<file path="config.mk">
export PLATFORM = sky130hd
export DESIGN_NAME = button_debounce_repeat
export DESIGN_NICKNAME = d
export VERILOG_FILES = /design/src/rtl/button_debounce_repeat.sv
export SDC_FILE = /design/constraint.sdc
export NUM_CORES = 1
export LEC_CHECK = 0
export CORE_UTILIZATION = 60
export DETAILED_ROUTE_END_ITERATION = 8
export DONT_BUFFER_PORTS = 1
export GPL_TIMING_DRIVEN = 0
export HOLD_SLACK_MARGIN = 0.05
export PLACE_DENSITY = 0.76
export SYNTH_ARGS = -nofsm -noshare
export SYNTH_HDL_FRONTEND = slang
export SYNTH_SLANG_ARGS = --single-unit
</file>
<file path="constraint.sdc">
create_clock -name clk -period 6.05 [get_ports clk]
set_input_delay 0.605 -clock clk [delete_from_list [all_inputs] [get_ports clk]]
set_output_delay 0.605 -clock clk [all_outputs]
set_load 0.005 [all_outputs]
</file>
<file path="src/rtl/button_debounce_repeat.sv">
// Push-button conditioner: synchronises and debounces a raw button, then emits one
// count pulse per accepted press plus optional auto-repeat pulses while it is held.
module button_debounce_repeat #(
    parameter int unsigned SYNC_STAGES     = 2,
    parameter int unsigned DEBOUNCE_CYCLES = 16,
    parameter int unsigned REPEAT_DELAY    = 256,
    parameter int unsigned REPEAT_PERIOD   = 64
) (
    input  logic clk,
    input  logic rst_n,
    input  logic btn_in,
    input  logic repeat_en,
    output logic pulse_o,
    output logic level_o,
    output logic held_o
);

    localparam int unsigned DB_W     = $clog2(DEBOUNCE_CYCLES) + 1;
    localparam int unsigned HOLD_MAX = REPEAT_DELAY + REPEAT_PERIOD;
    localparam int unsigned HOLD_W   = $clog2(HOLD_MAX) + 1;

    localparam logic [1:0] IDLE       = 2'd0;
    localparam logic [1:0] DB_PRESS   = 2'd1;
    localparam logic [1:0] PRESSED    = 2'd2;
    localparam logic [1:0] DB_RELEASE = 2'd3;

    logic [SYNC_STAGES-1:0] sync_q;
    logic                   btn_s;

    logic [1:0]        state_q, state_d;
    logic [DB_W-1:0]   db_cnt_q, db_cnt_d, db_inc;
    logic [HOLD_W-1:0] hold_cnt_q, hold_cnt_d, hold_inc, hold_wrap;
    logic              pulse_d, level_d, held_d;
    logic              rep_due;
    logic              db_done;

    // Metastability synchroniser on the raw button
    always_ff @(posedge clk or negedge rst_n) begin
        if (!rst_n) begin
            sync_q <= '0;
        end else begin
            sync_q <= {sync_q[SYNC_STAGES-2:0], btn_in};
        end
    end

    assign btn_s = sync_q[SYNC_STAGES-1];

    assign db_inc    = db_cnt_q + DB_W'(1);
    assign db_done   = (db_inc == DB_W'(DEBOUNCE_CYCLES));
    assign hold_inc  = hold_cnt_q + HOLD_W'(1);
    // After the first repeat the counter folds back to REPEAT_DELAY, so it never exceeds HOLD_MAX
    assign hold_wrap = (hold_inc == HOLD_W'(HOLD_MAX)) ? HOLD_W'(REPEAT_DELAY) : hold_inc;
    assign rep_due   = repeat_en && ((hold_inc == HOLD_W'(REPEAT_DELAY)) ||
                                     (hold_inc == HOLD_W'(HOLD_MAX)));

    always_ff @(posedge clk or negedge rst_n) begin
        if (!rst_n) begin
            state_q    <= IDLE;
            db_cnt_q   <= '0;
            hold_cnt_q <= '0;
            pulse_o    <= 1'b0;
            level_o    <= 1'b0;
            held_o     <= 1'b0;
        end else begin
            state_q    <= state_d;
            db_cnt_q   <= db_cnt_d;
            hold_cnt_q <= hold_cnt_d;
            pulse_o    <= pulse_d;
            level_o    <= level_d;
            held_o     <= held_d;
        end
    end

    // Next-state and next-output logic
    always_comb begin
        state_d    = state_q;
        db_cnt_d   = db_cnt_q;
        hold_cnt_d = hold_cnt_q;
        pulse_d    = 1'b0;
        level_d    = level_q_hold();
        held_d     = held_o;

        case (state_q)
            IDLE: begin
                level_d = 1'b0;
                held_d  = 1'b0;
                if (btn_s) begin
                    if (DEBOUNCE_CYCLES == 1) begin
                        state_d    = PRESSED;
                        level_d    = 1'b1;
                        pulse_d    = 1'b1;
                        hold_cnt_d = '0;
                    end else begin
                        state_d  = DB_PRESS;
                        db_cnt_d = DB_W'(1);
                    end
                end
            end

            DB_PRESS: begin
                if (!btn_s) begin
                    state_d = IDLE;
                end else if (db_done) begin
                    state_d    = PRESSED;
                    level_d    = 1'b1;
                    pulse_d    = 1'b1;
                    hold_cnt_d = '0;
                end else begin
                    db_cnt_d = db_inc;
                end
            end

            PRESSED: begin
                if (!btn_s) begin
                    // A repeat falling due on the release sample is still honoured
                    if (rep_due) begin
                        pulse_d    = 1'b1;
                        held_d     = 1'b1;
                        hold_cnt_d = hold_wrap;
                    end
                    if (DEBOUNCE_CYCLES == 1) begin
                        state_d = IDLE;
                        level_d = 1'b0;
                        held_d  = 1'b0;
                    end else begin
                        state_d  = DB_RELEASE;
                        db_cnt_d = DB_W'(1);
                    end
                end else if (!repeat_en) begin
                    hold_cnt_d = '0;
                    held_d     = 1'b0;
                end else begin
                    hold_cnt_d = hold_wrap;
                    if (rep_due) begin
                        pulse_d = 1'b1;
                        held_d  = 1'b1;
                    end
                end
            end

            DB_RELEASE: begin
                if (btn_s) begin
                    state_d = PRESSED;
                end else if (db_done) begin
                    state_d = IDLE;
                    level_d = 1'b0;
                    held_d  = 1'b0;
                end else begin
                    db_cnt_d = db_inc;
                end
            end

            default: begin
                state_d = IDLE;
                level_d = 1'b0;
                held_d  = 1'b0;
            end
        endcase
    end

    function automatic logic level_q_hold();
        return level_o;
    endfunction

endmodule
</file>
## After elaboration in Yosys (flattened, before gate mapping)

Index checks and enable logic that the tools add are counted.

- Multiplexer cells: 35
- Reduce and logical (&&, ||, !) cells: 11
- Eq/ne operators: 15
- Add/subtract/negate cells: 2

Operator list:

| operator | number |
|---|---|
| $mux W10 | 6 |
| $mux W5 | 5 |
| $eq A10 B9 Y1 const B | 2 |
| $pmux W10 S2 | 1 |
| $pmux W5 S4 | 1 |
| $mux W1 | 12 |
| $mux W2 | 6 |
| $ne A2 B2 Y1 const B | 6 |
| $reduce_and A4 Y1 | 3 |
| $add A10 B1 Y10 const B | 1 |
| $ne A3 B3 Y1 const B | 3 |
| $pmux W2 S4 | 1 |
| $pmux W1 S3 | 2 |
| $reduce_bool A3 Y1 | 2 |
| $add A5 B1 Y5 const B | 1 |
| $eq A5 B5 Y1 const B | 1 |
| $reduce_and A5 Y1 | 1 |
| $eq A2 B2 Y1 const B | 2 |
| $reduce_and A3 Y1 | 1 |
| $eq A2 B1 Y1 const B | 1 |
| $logic_not A2 Y1 | 1 |
| $pmux W1 S2 | 1 |
| $reduce_bool A2 Y1 | 1 |
| $logic_and A1 B1 Y1 | 1 |
| $logic_or A1 B1 Y1 | 1 |

- Output and inout port bits: 3
- Bits of input ports: 4
- Flip-flop bits (word level): 22
- Logic and storage cells: 70

## Logic depth before layout (Yosys ltp)

- Word-level depth: 8
- Depth in mapped cells: 9

## Least setup slack after synthesis

OpenSTA, ideal clock, no wires.

- Path type: register -> register
- Start: register hold_cnt_q[0]
- End: register hold_cnt_q[4]
- Slack: 3.616 ns
- Path buffers: 0
- Clock period less this slack: 2.434 ns
- Cell stages (with the launch flop): 8
- Arrival time: 2.369 ns
- Setup time: 0.065 ns
- Required time: 5.985 ns
- Cell sequence: dfrtp_1 -> ha_1 -> nand3_2 -> or3_4 -> xor2_2 -> or4_4 -> a2111oi_2 -> a211o_1

- Word-level cells in the longest chain between the ends: 6
- Elaborated cells on any way between the ends: 12
- Those cells by class: add/sub (1); eq/ne (3); mux (5); reduce/logical (3)

RTL lines:

| item | RTL line | RTL |
|---|---|---|
| start, declared | 32 | `logic [HOLD_W-1:0] hold_cnt_q, hold_cnt_d, hold_inc, hold_wrap;` |
| start signal, assigned | 67 | `hold_cnt_q <= hold_cnt_d;` |
| $add A10 B1 Y10 * | 50 | `assign hold_inc = hold_cnt_q + HOLD_W'(1);` |
| $eq A10 B9 Y1, on equally long branches | 52, 54, 53 |  |
| $mux W10 / $logic_or A1 B1 Y1 (equally long branches) | 52, 53 |  |
| $mux W10 (tied with other cells) | 116 | `if (rep_due) begin` |
| $mux W10 / $ne A3 B3 Y1 (equally long branches) | -- |  |
| $pmux W10 S2 / $reduce_and A4 Y1 (equally long branches) | -- |  |

Mark *: on every way between the ends. The rest lies on a longest branch, timed or not. The select of a mux whose other input is x is not followed.
A chain may end at the register's enable or synchronous reset.

## Final worst setup path

Same ends and word-level chain as after synthesis.

==> flow_summary.json <==
{
  "root_buffer": "clkbuf_4",
  "max_slew_margin_pct": 34.5,
  "syn_to_final_growth_pct": 5.55,
  "synth-seq-area-share_pct": 37.6,
  "min_to": "sync_q[0]",
  "drv_cap": 0,
  "antenna_found_initial": 0,
  "grt_remaining_overflow": 0,
  "synthAdderAreaFrac_pct": 5.98,
  "rsz0062_at_grt": "no",
  "tightest_slew_ns": 0.980,
  "clkSinkCount": 22,
  "arrival_ns": 2.93,
  "layout_common_cells": "dfrtp_1, nand2_1, nor2_1",
  "synth_edf_count": 0,
  "cp-end-kind": "register",
  "cts_tree": "yes",
  "finalClockSkew_ns": 0.00181,
  "die_h_um": 51.4,
  "critPathKind": "reg2reg",
  "n_antenna_cell": 0,
  "rr_worst_depth": 7,
  "final_layout_size_suffix_gt1_share_pct": 12.4,
  "fin_crit_ns": 2.73,
  "reg2reg_to": "hold_cnt_q[4]",
  "cts_htree_levels": 1,
  "synth_compound_area_share_pct": 22.4,
  "grt_pass1_wl_mm": 4.92,
  "whs_path_depth": 0,
  "final_cells": 197,
  "grt_max_degree": 23,
  "min_from": "btn_in",
  "clock_latency_ns": 0.31,
  "drt-vias-per-instance": 6.43,
  "syn_nets": 175,
  "grt_pass1_vias": 1120,
  "synth_xor_area_share_pct": 2.90,
  "synth_top_family_by_area": "simple AND/OR/NAND/NOR gates",
  "cts_buffers": 3,
  "fin_area_mm2": 0.00155,
  "ff2ff_setup_slack_ns": 3.32,
  "synth-simple-area-share_pct": 25.3,
  "final_max_slew_viol_count": 0,
  "synth_flop_cell": "dfrtp_1",
  "yosys.area.top_type": "dfrtp_1",
  "power_density_mw_per_mm2": 346,
  "fp.dieW_um": 51.4,
  "post_cts_resized": 0,
  "vias": 1266,
  "drt_iter0_markers": 45,
  "max_freq_mhz": 367,
  "synth.area.top_cells": "dfrtp_1, ha_1, nand2_1, nor2_1, o21ai_0",
  "synth_cells": 164,
  "finalWirelength_mm": 2.98,
  "finalSetupTns_ns": 0,
  "yosys_warnings": 0,
  "post-route-util_pct": 68.6,
  "dieArea_mm2": 0.00264,
  "route.detailed.drc": 0,
  "startpoint": "hold_cnt_q[0]",
  "synth-seq-cells": 22,
  "clkTransAtPathRegs_ns": 0.12,
  "start_kind": "register",
  "rows": 17,
  "gp_congestion": 0.867,
  "dpl.cell_count": 192,
  "post_drt_wl_per_cell_um": 15.1,
  "layout_commonest_cell": "dfrtp_1",
  "synth-async-reset-ratio_pct": 100,
  "core-area_mm2": 0.00225,
  "ant_nets": 0,
  "crit_path_max_fanout": 6,
  "leakage_nw": 0.649,
  "placed_area_mm2": 0.00150,
  "crit-reg2reg-launch": "hold_cnt_q[0]",
  "nets": 181,
  "syn_area_mm2": 0.00147,
  "fin_crit_sh_pct": 45.1,
  "ios": 7,
  "synth_top_area_share_pct": 37.6,
  "start_util_pct": 65.0,
  "synth.distinct_cells": 50,
  "grt.total_usage_pct": 25.2,
  "place_hpwl_mm": 2.12,
  "status": "finished, final reports clean",
  "firstDrtPassIters": 4,
  "hold_class": "in2reg",
  "setup_violations": 0,
  "muxShareOfSynthArea_pct": 2.05,
  "port_buffers": 0,
  "critical_path_required_ns": 6.26,
  "finalHoldViolations": 0,
  "syn_area_per_cell_um2": 8.93,
  "cts_buffer_depth": 2,
  "ir_drop_uv": 285
}
-- flip-flops by register name, summed over array words and instances, names as in the netlist, named ones only --
| register | flops |
|---|---|
| hold_cnt_q | 10 |
| db_cnt_q | 5 |
| sync_q | 2 |
| held_o | 1 |
| level_o | 1 |
| pulse_o | 1 |
| state_q | 1 |
-- kinds of logic after synthesis --
kind of cell               after synthesis
AOI/OAI and AO/OA                       47
xor gates and xnor gates                 4
adders and majority gates                7
buffers and inverters                    9
DFF                                     22
muxes                                    3
and+or+nand+nor                         72
-- worst max-delay path, cell delays in order (launching register included) --
cell,delay [ns]
dfrtp_1,0.48
ha_1,0.28
nand3_2,0.15
or3_4,0.45
xor2_2,0.19
nor4_2,0.60
nor2_1,0.16
a211o_1,0.32
-- synth_stat cells (2+ instances only) --
master and number:
a21oi_1 5, dfrtp_1 22, o31ai_1 2, and2_1 2, a32oi_1 2, nor3_1 5, o22ai_1 2, nand4_1 2
a22o_1 5, inv_1 5, o21ai_0 13, o21ai_1 2, a31oi_1 4, nor4_1 4, buf_6 2, nand3_1 7
xnor2_1 2, or2_2 2, mux2i_1 3, nand2_1 20, ha_1 7, nor2_1 18
-- final cells by class --
cell class / count / area (µm²)
Tap cell: 28 / 35.0
Sequential cell: 22 / 551
Multi-Input combinational cell: 133 / 858
Clock buffer: 4 / 36.3
Inverter: 5 / 18.8
Buffer: 4 / 37.5
Timing Repair Buffer: 1 / 10.0
Fill cell: 192 / 708
-- routing by layer --
layer	global-route usage [%]	vias up	part of all wire [%]
li1	-	622	-
met1	37.1	610	51
met2	37.9	29	44
met3	3.57	5	3.2
met4	8.11	0	1.2
met5	0	-	0
-- timing repair --
action                                 CTS  global route
endpoints found under the hold margin   22             0
hold buffers                             1             0
setup buffers                            0             0
-- how the worst max path moves through the flow --
stage	end	cells after the start	slack, ns
6_report	hold_cnt_q[4]	7	3.32
5_1_grt	hold_cnt_q[4]	7	3.24
4_1_cts	hold_cnt_q[8]	7	3.37
3_5_place_dp	hold_cnt_q[4]	7	3.40
3_3_place_gp	hold_cnt_q[4]	7	3.49
2_1_floorplan	hold_cnt_q[4]	7	3.62
-- per-stage QoR --
stage / hold WS (ns) / setup WS [ns] / total power [mW]
floorplan: 0.309 / 3.62 / 0.398
global placement: 0.310 / 3.49 / 0.439
detailed placement: 0.310 / 3.40 / 0.448
CTS: 0.303 / 3.37 / 0.534
global route: 0.289 / 3.24 / 0.579
finish: 0.307 / 3.32 / 0.535
-- power breakdown --
group          internal (mW)  leakage (nW)  switching, mW  total [mW]
logic                 0.0955         0.342          0.149       0.244
registers              0.174         0.286         0.0355       0.210
clock network         0.0368        0.0210         0.0449      0.0817
Note: power is estimated with default switching activity, not from simulation.
